### config.mk
export PLATFORM = sky130hd
export DESIGN_NAME = load_store_unit
export DESIGN_NICKNAME = d
export VERILOG_FILES = /design/src/rtl/load_store_unit.sv
export SDC_FILE = /design/constraint.sdc
export NUM_CORES = 1
export LEC_CHECK = 0
export BUFFER_PORTS_ARGS = -buffer_cell sky130_fd_sc_hd__clkbuf_2
export CORE_MARGIN = 5
export CORE_UTILIZATION = 40
export CTS_CLUSTER_SIZE = 10
export DETAILED_ROUTE_END_ITERATION = 6
export PLACE_DENSITY = 0.75
export RECOVER_POWER = 50
export SLEW_MARGIN = 0
export SYNTH_ARGS = -nofsm -noshare
export SYNTH_HDL_FRONTEND = slang
export SYNTH_SLANG_ARGS = --single-unit
### constraint.sdc
create_clock -name clk -period 1.88 [get_ports clk]
set_input_delay 0.282 -clock clk [delete_from_list [all_inputs] [get_ports clk]]
set_output_delay 0.282 -clock clk [all_outputs]
set_load 0.01 [all_outputs]
### src/rtl/load_store_unit.sv
// Load/store unit: turns byte/half/word accesses into word-aligned, byte-enabled
// requests on a variable-latency data port and stalls the core until completion.
module load_store_unit #(
   parameter logic [7:0] TIMEOUT_CYCLES = 8'd255
) (
   input  logic        clk,
   input  logic        reset,
   input  logic        req_read,
   input  logic        req_write,
   input  logic [1:0]  size,
   input  logic        sign_ext,
   input  logic [31:0] addr,
   input  logic [31:0] wdata,
   output logic [31:0] rdata,
   output logic        stall,
   output logic        misaligned,
   output logic        bus_error,
   output logic        mem_req,
   output logic        mem_we,
   output logic [31:0] mem_addr,
   output logic [3:0]  mem_be,
   output logic [31:0] mem_wdata,
   input  logic [31:0] mem_rdata,
   input  logic        mem_ready
);

   localparam logic [1:0] S_IDLE   = 2'd0;
   localparam logic [1:0] S_ACCESS = 2'd1;
   localparam logic [1:0] S_DONE   = 2'd2;

   logic [1:0]  r_state;
   logic [7:0]  r_count;
   logic [1:0]  r_addr_lo;
   logic [1:0]  r_size;
   logic        r_sign_ext;
   logic        r_mem_req;
   logic        r_mem_we;
   logic [31:0] r_mem_addr;
   logic [3:0]  r_mem_be;
   logic [31:0] r_mem_wdata;
   logic [31:0] r_rdata;
   logic        r_bus_error;

   logic        w_req;
   logic        w_misaligned;
   logic [3:0]  w_be;
   logic [31:0] w_wdata;
   logic [7:0]  w_byte;
   logic [15:0] w_half;
   logic [31:0] w_load;

   assign w_req = req_read | req_write;

   always_comb begin
      w_misaligned = 1'b0;
      case (size)
         2'b00:   w_misaligned = 1'b0;
         2'b01:   w_misaligned = addr[0];
         2'b10:   w_misaligned = (addr[1:0] != 2'b00);
         default: w_misaligned = 1'b1;
      endcase
   end

   // Store data is replicated across lanes so the memory only needs the byte enables.
   always_comb begin
      w_be    = 4'b0000;
      w_wdata = 32'h0;
      case (size)
         2'b00: begin
            w_be    = 4'b0001 << addr[1:0];
            w_wdata = {4{wdata[7:0]}};
         end
         2'b01: begin
            w_be    = addr[1] ? 4'b1100 : 4'b0011;
            w_wdata = {2{wdata[15:0]}};
         end
         2'b10: begin
            w_be    = 4'b1111;
            w_wdata = wdata;
         end
         default: begin
            w_be    = 4'b0000;
            w_wdata = 32'h0;
         end
      endcase
      if (!req_write) begin
         w_wdata = 32'h0;
      end
   end

   always_comb begin
      w_byte = mem_rdata[7:0];
      case (r_addr_lo)
         2'd0:    w_byte = mem_rdata[7:0];
         2'd1:    w_byte = mem_rdata[15:8];
         2'd2:    w_byte = mem_rdata[23:16];
         default: w_byte = mem_rdata[31:24];
      endcase
      w_half = r_addr_lo[1] ? mem_rdata[31:16] : mem_rdata[15:0];
      case (r_size)
         2'b00:   w_load = {{24{r_sign_ext & w_byte[7]}}, w_byte};
         2'b01:   w_load = {{16{r_sign_ext & w_half[15]}}, w_half};
         default: w_load = mem_rdata;
      endcase
   end

   always_ff @(posedge clk) begin
      if (!reset) begin
         r_state     <= S_IDLE;
         r_count     <= 8'd0;
         r_addr_lo   <= 2'b00;
         r_size      <= 2'b00;
         r_sign_ext  <= 1'b0;
         r_mem_req   <= 1'b0;
         r_mem_we    <= 1'b0;
         r_mem_addr  <= 32'h0;
         r_mem_be    <= 4'b0000;
         r_mem_wdata <= 32'h0;
         r_rdata     <= 32'h0;
         r_bus_error <= 1'b0;
      end else begin
         r_bus_error <= 1'b0;
         case (r_state)
            S_IDLE: begin
               if (w_req && !w_misaligned) begin
                  r_mem_addr  <= {addr[31:2], 2'b00};
                  r_mem_we    <= req_write;
                  r_mem_be    <= w_be;
                  r_mem_wdata <= w_wdata;
                  r_mem_req   <= 1'b1;
                  r_count     <= 8'd0;
                  r_addr_lo   <= addr[1:0];
                  r_size      <= size;
                  r_sign_ext  <= sign_ext;
                  r_state     <= S_ACCESS;
               end
            end
            S_ACCESS: begin
               if (mem_ready) begin
                  r_mem_req <= 1'b0;
                  r_rdata   <= r_mem_we ? 32'h0 : w_load;
                  r_state   <= S_DONE;
               end else if (r_count == TIMEOUT_CYCLES - 8'd1) begin
                  r_mem_req   <= 1'b0;
                  r_rdata     <= 32'h0;
                  r_bus_error <= 1'b1;
                  r_state     <= S_DONE;
               end else begin
                  r_count <= r_count + 8'd1;
               end
            end
            // The instruction still holds its request here; returning to IDLE
            // unconditionally keeps it from launching a second access.
            S_DONE:  r_state <= S_IDLE;
            default: r_state <= S_IDLE;
         endcase
      end
   end

   assign stall      = reset & (((r_state == S_IDLE) & w_req & ~w_misaligned) |
                                (r_state == S_ACCESS));
   assign misaligned = reset & (r_state == S_IDLE) & w_req & w_misaligned;
   assign rdata      = r_rdata;
   assign bus_error  = r_bus_error;
   assign mem_req    = r_mem_req;
   assign mem_we     = r_mem_we;
   assign mem_addr   = r_mem_addr;
   assign mem_be     = r_mem_be;
   assign mem_wdata  = r_mem_wdata;

endmodule

**Yosys cells after proc, flatten, opt, wreduce, memory -nomap -nowiden**

Index checks and enable logic that the tools add are counted.

- Reductions and logical operators: 15
- Div/mod/pow operators: 0
- Bitwise operators: 13
- Add/subtract/negate cells: 1
- $lt $le $gt $ge: 0
- Equal/unequal tests: 11
- $mul: 0
- Shifts and indexed selects: 1
- Muxes and demuxes: 24

Operator list:

| kind | number |
|---|---|
| $mux W32 | 4 |
| $pmux W32 S3 | 1 |
| $pmux W32 S2 | 1 |
| $mux W8 | 3 |
| $pmux W8 S3 | 1 |
| $mux W16 | 1 |
| $pmux W8 S2 | 1 |
| $pmux W4 S3 | 1 |
| $add A8 B1 Y8 const B | 1 |
| $and A1 B1 Y1 | 8 |
| $eq A2 B1 Y1 const B | 4 |
| $eq A8 B8 Y1 const B | 1 |
| $logic_not A2 Y1 | 4 |
| $mux W2 | 3 |
| $ne A2 B2 Y1 const B | 3 |
| $reduce_and A2 Y1 | 3 |
| $reduce_bool A2 Y1 | 3 |
| $eq A2 B2 Y1 const B | 2 |
| $mux W1 | 4 |
| $mux W4 | 1 |
| $pmux W2 S2 | 1 |
| $reduce_and A4 Y1 | 1 |
| $shl A1 B2 Y4 const A | 1 |
| $ne A3 B3 Y1 const B | 1 |
| 8 further kinds | 11 |

- Memory bits (read-only): 0
- Bits of input ports: 104
- Bits in writable memories: 0
- Bits in latches: 0
- Memories: 0
- Register bits: 116

**Longest topological paths before layout**

- Depth in word-level cells: 6
- Mapped depth: 7
- Depth with buffers taken out: 6

**Worst setup path after synthesis**

OpenSTA, ideal clock, no wires.

- Path type: reg2reg
- Start: register r_addr_lo[0]
- End: register r_rdata[22] (netlist: rdata[22])
- Arrival time: 1.537 ns
- Data required time: 1.758 ns
- Stages on the path, launching flop included: 6
- Path slack: 0.221 ns
- Clock period less this slack: 1.659 ns
- Buffers on the path: 1
- Cells stage by stage: dfxtp_1 -> mux2i_1 -> o32ai_4 -> o2111a_4 -> buf_8 -> a221o_1

- Longest elaborated chain between the ends: 6
- Elaborated cells between the ends (all ways): 8
- Those cells by class: eq/ne (2); mux (4); bitwise (1); reduce/logical (1)

RTL lines:

| element | RTL line | source |
|---|---|---|
| from (decl) | 33 | `logic [1:0] r_addr_lo;` |
| from (signal assigned) | 132 | `r_addr_lo <= addr[1:0];` |
| $eq A2 B2 Y1, or another cell as far along | 93 | `case (r_addr_lo)` |
| $pmux W8 S3 (*) | 93 |  |
| $and A1 B1 Y1 (*) | 101 | `2'b00: w_load = {{24{r_sign_ext & w_byte[7]}}, w_byte};` |
| $pmux W32 S2 (*) | 100 | `case (r_size)` |
| $mux W32 (*) | 141 | `r_rdata <= r_mem_we ? 32'h0 : w_load;` |
| $mux W32 (*) | 139 | `if (mem_ready) begin` |
| to (signal assigned) | 141 |  |
| to (decl) | 41 | `logic [31:0] r_rdata;` |

Every way passes the cells marked *; elsewhere a longest branch is shown, timed or not.
A chain may end at the register's enable or synchronous reset.

**Worst setup path in the final report**

- Start: register r_state[1]
- End: output port stall

- Longest elaborated chain between the ends: 5
- Elaborated cells between the ends (all ways): 6
- Those cells by class: eq/ne (1); bitwise (4); reduce/logical (1)

RTL lines:

| element | RTL line | source |
|---|---|---|
| from (decl) | 31 | `logic [1:0] r_state;` |
| from (signal assigned) | 109 | `r_state <= S_IDLE;` |
| from (signal assigned) | 135 | `r_state <= S_ACCESS;` |
| from (signal assigned) | 142 | `r_state <= S_DONE;` |
| $logic_not A2 Y1 | 160 | `assign stall = reset & (((r_state == S_IDLE) & w_req & ~w_misaligned) \|` |
| $and A1 B1 Y1 (2 in series) | 160 |  |
| $or A1 B1 Y1 (*) | 160 |  |
| $and A1 B1 Y1 (*) | 160 |  |
| to (decl) | 15 | `output logic stall,` |

Marked as above.

==> flow_summary.toml <==
[cells_and_area]
fin_util_pct = 54.6
layout-drive-gt1-share_pct = 21.4
insertedDiodeCount = 0
nets = 859
final_common_cell = "dfxtp_1"
areaGrowthSynthToFinish_pct = 33.8
final_cell_mix = "dfxtp_1, clkbuf_1, clkbuf_2, nand2_1, a21oi_1"

[timing]
drv_slew = 0
final.setup.tns_ns = 0
relSlewSlack_pct = 57.2
fin_skew_ns = 0.00478
tightest_slew_ns = 0.641
final-hold-violation-count = 0
min_period_ns = 1.79
rsz0062_at_grt = "no"
setup_violations = 0
fin_crit_sh_pct = 95.0
setup_slack_ns = 0.0944
fmax_mhz = 560
fin_hold_ws_ns = 0.102

[pwr]
combPwrFrac_pct = 12.8
vdd_drop_max_uv = 613
power.share.clock_pct = 48.6
p_total_mw = 6.84
pwr_density_cell_nw_per_um2 = 998
p_int_mw = 5.18
p_switching_mw = 1.67
p_leak_nw = 2.77
swShare_pct = 24.4
power_frac_seq_pct = 38.6

[floorplanning]
die_y_um = 123
die_w_um = 123
start_util_pct = 40.8
coreArea_um2 = 12600
std_cell_rows = 41
io_pins = 209
dieArea_um2 = 15200

[yosys]
ys_types = 48
yosysSeqAreaShare_pct = 45.3
ys_ff_latch = 116
synth-async-reset-ratio_pct = 0
ys.flop_type = "dfxtp_1"
netlist_area_um2 = 5120
avgSynthCellArea_um2 = 9.25
synth_edf_count = 0
postSynthCellCount = 554
ys_warn_count = 0

[worst_setup_path]
cp-end-kind = "output port"
r2r_cells = 5
crit_start = "r_state[1]$_SDFFE_PN0P_"
cp_max_fo = 6
worstPathCellList = "nor2_1, buf_4, o221ai_4, a21boi_2, buf_2"
reg2reg_from = "r_count[4]$_SDFFE_PN0P_"
crit_path_end = "stall"
critPathSlowestCell = "dfxtp_1"
cpPeakStageDelay_ns = 0.33
reg2reg_to = "rdata[26]$_SDFFE_PN0P_"
crit_required_ns = 1.60
path_class = "reg -> out"
rrSetupSlack_ns = 0.13
worstPathArrival_ns = 1.50
start_kind = "flop"

[global_route]
grt.busiest_layer = "met2"
use_met3_pct = 6.86
grt-ovfl-total = 0
gr-usage-met1_pct = 22.9
grt_pass1_vias = 4928
grt_pass1_wl_um = 24400
global_route.usage.met2_pct = 36.1
grt_use_total_pct = 20.6
antenna_found_initial = 0
grt_start_max_net_pins = 35

[placed_design]
io_buffers = 206
dp_slack_ns = 0.0346
hpwl_um = 11900
place_congestion = 0.856

[clock_tree]
clockBufferDepth = 2
clk_latency_ns = 0.40
clock_sinks = 116
cts-root-buf = "clkbuf_16"
cts_buffers = 17
clk_pin_slew_worst_paths_ns = 0.05
htree_levels = 4
tritoncts = "built"

[detailed_routing]
drcViolationCount = 0
antenna_left = 0
routed_wl_um = 15800
vias = 5040
post_drt_wl_per_cell_um = 16.8
drt_iter0_markers = 340
dr.pass1.iters = 5
routed_via_density = 5.37

[run_status]
status = "finished, final reports clean"

[job]
drv_cap = 0

[min_path]
hp-class = "in -> reg"
synthesized netlist by cell type (all sizes together), types with 4 or more instances:
library cell,number,area share [%]
buf,21,2.5
a21boi,44,6.4
nand3,9,0.88
inv,6,0.44
nand2,78,5.7
o2bb2ai,23,3.9
nor2b,11,1.3
nor3b,8,1.2
a21oi,36,3.5
o21ai,23,2.2
nand4,4,0.49
clkbuf,29,2.1
a22o,18,3.1
a221o,18,3.5
and2,9,1.1
o21bai,6,0.88
dfxtp,116,45
nand3b,7,1.0
nor2,16,1.2
mux2i,24,4.7
a21o,10,1.5
a32o,6,1.2
o211ai,4,0.59
per-stage QoR:
step / cell area, um^2 / std cells
2_1_floorplan: 5130 / 555
3_3_place_gp: 6360 / 905
3_5_place_dp: 6360 / 905
4_1_cts: 6980 / 937
5_1_grt: 6860 / 938
6_report: 6860 / 938
final cells by class:
cell class	count	area, um^2
inverter	6	22.5
clock buffer	21	450
timing repair buffer	229	1130
multi-input combinational	383	2560
sequential	116	2320
fill	1207	5710
clock inverter	11	158
tap	172	215
worst max-delay path, delay by kind of cell, from the launching register on:
kind	cells	cell delay, ns
compound gates	2	0.33
buf+inv	2	0.31
simple gates	1	0.13
flops	1	0.33
power by group through the flow:
stage          combinational, mW  sequential (mW)  clock [mW]
6_report                   0.877             2.64        3.32
5_1_grt                    0.967             2.65        3.50
4_1_cts                    0.906             2.64        3.37
3_5_place_dp               0.900             2.69           0
3_3_place_gp               0.873             2.69           0
2_1_floorplan              0.460             2.72           0
sequential cells by signal (all words and copies together) (netlist names):
signal and count:
mem_be 4, bus_error 1, mem_we 1, r_state 2, mem_wdata 32, r_size 2, r_addr_lo 2, mem_req 1
r_count 8, r_sign_ext 1, rdata 32, mem_addr 30
layer usage:
layer	wire, um	up-vias
met5	0	-
met2	7830	235
met4	315	0
met3	1550	23
li1	-	2407
met1	6070	2375
worst min path at each step:
stage	cells past startpoint	start	slack (ns)	to
4_1_cts	3	addr[26]	0.08	mem_addr[26]$_SDFFE_PN0P_
2_1_floorplan	1	wdata[0]	0.41	mem_wdata[0]$_SDFFE_PN0P_
3_5_place_dp	1	mem_wdata[25]$_SDFFE_PN0P_	0.45	mem_wdata[25]$_SDFFE_PN0P_
6_report	3	addr[30]	0.10	mem_addr[30]$_SDFFE_PN0P_
5_1_grt	3	addr[25]	0.1	mem_addr[25]$_SDFFE_PN0P_
3_3_place_gp	2	mem_addr[26]$_SDFFE_PN0P_	0.44	mem_addr[26]$_SDFFE_PN0P_
cell families after synthesis:
family          after synthesis  share of synthesized area, %
compound gates              199                          29.5
fa+ha+maj                     2                         0.488
buf+inv                      56                          5.03
flops                       116                          45.3
mux                          24                          4.69
other cells                   1                        0.0732
simple gates                156                          14.9
timing repair:
| item | in CTS | in global routing |
|---|---|---|
| hold buffers | 0 | 0 |
| resized for setup | 2 | 1 |
| setup buffers | 0 | 1 |
| endpoints found under the setup margin | 1 | 1 |
| pin swaps | 0 | 1 |
Note: power is estimated with default switching activity, not from simulation.
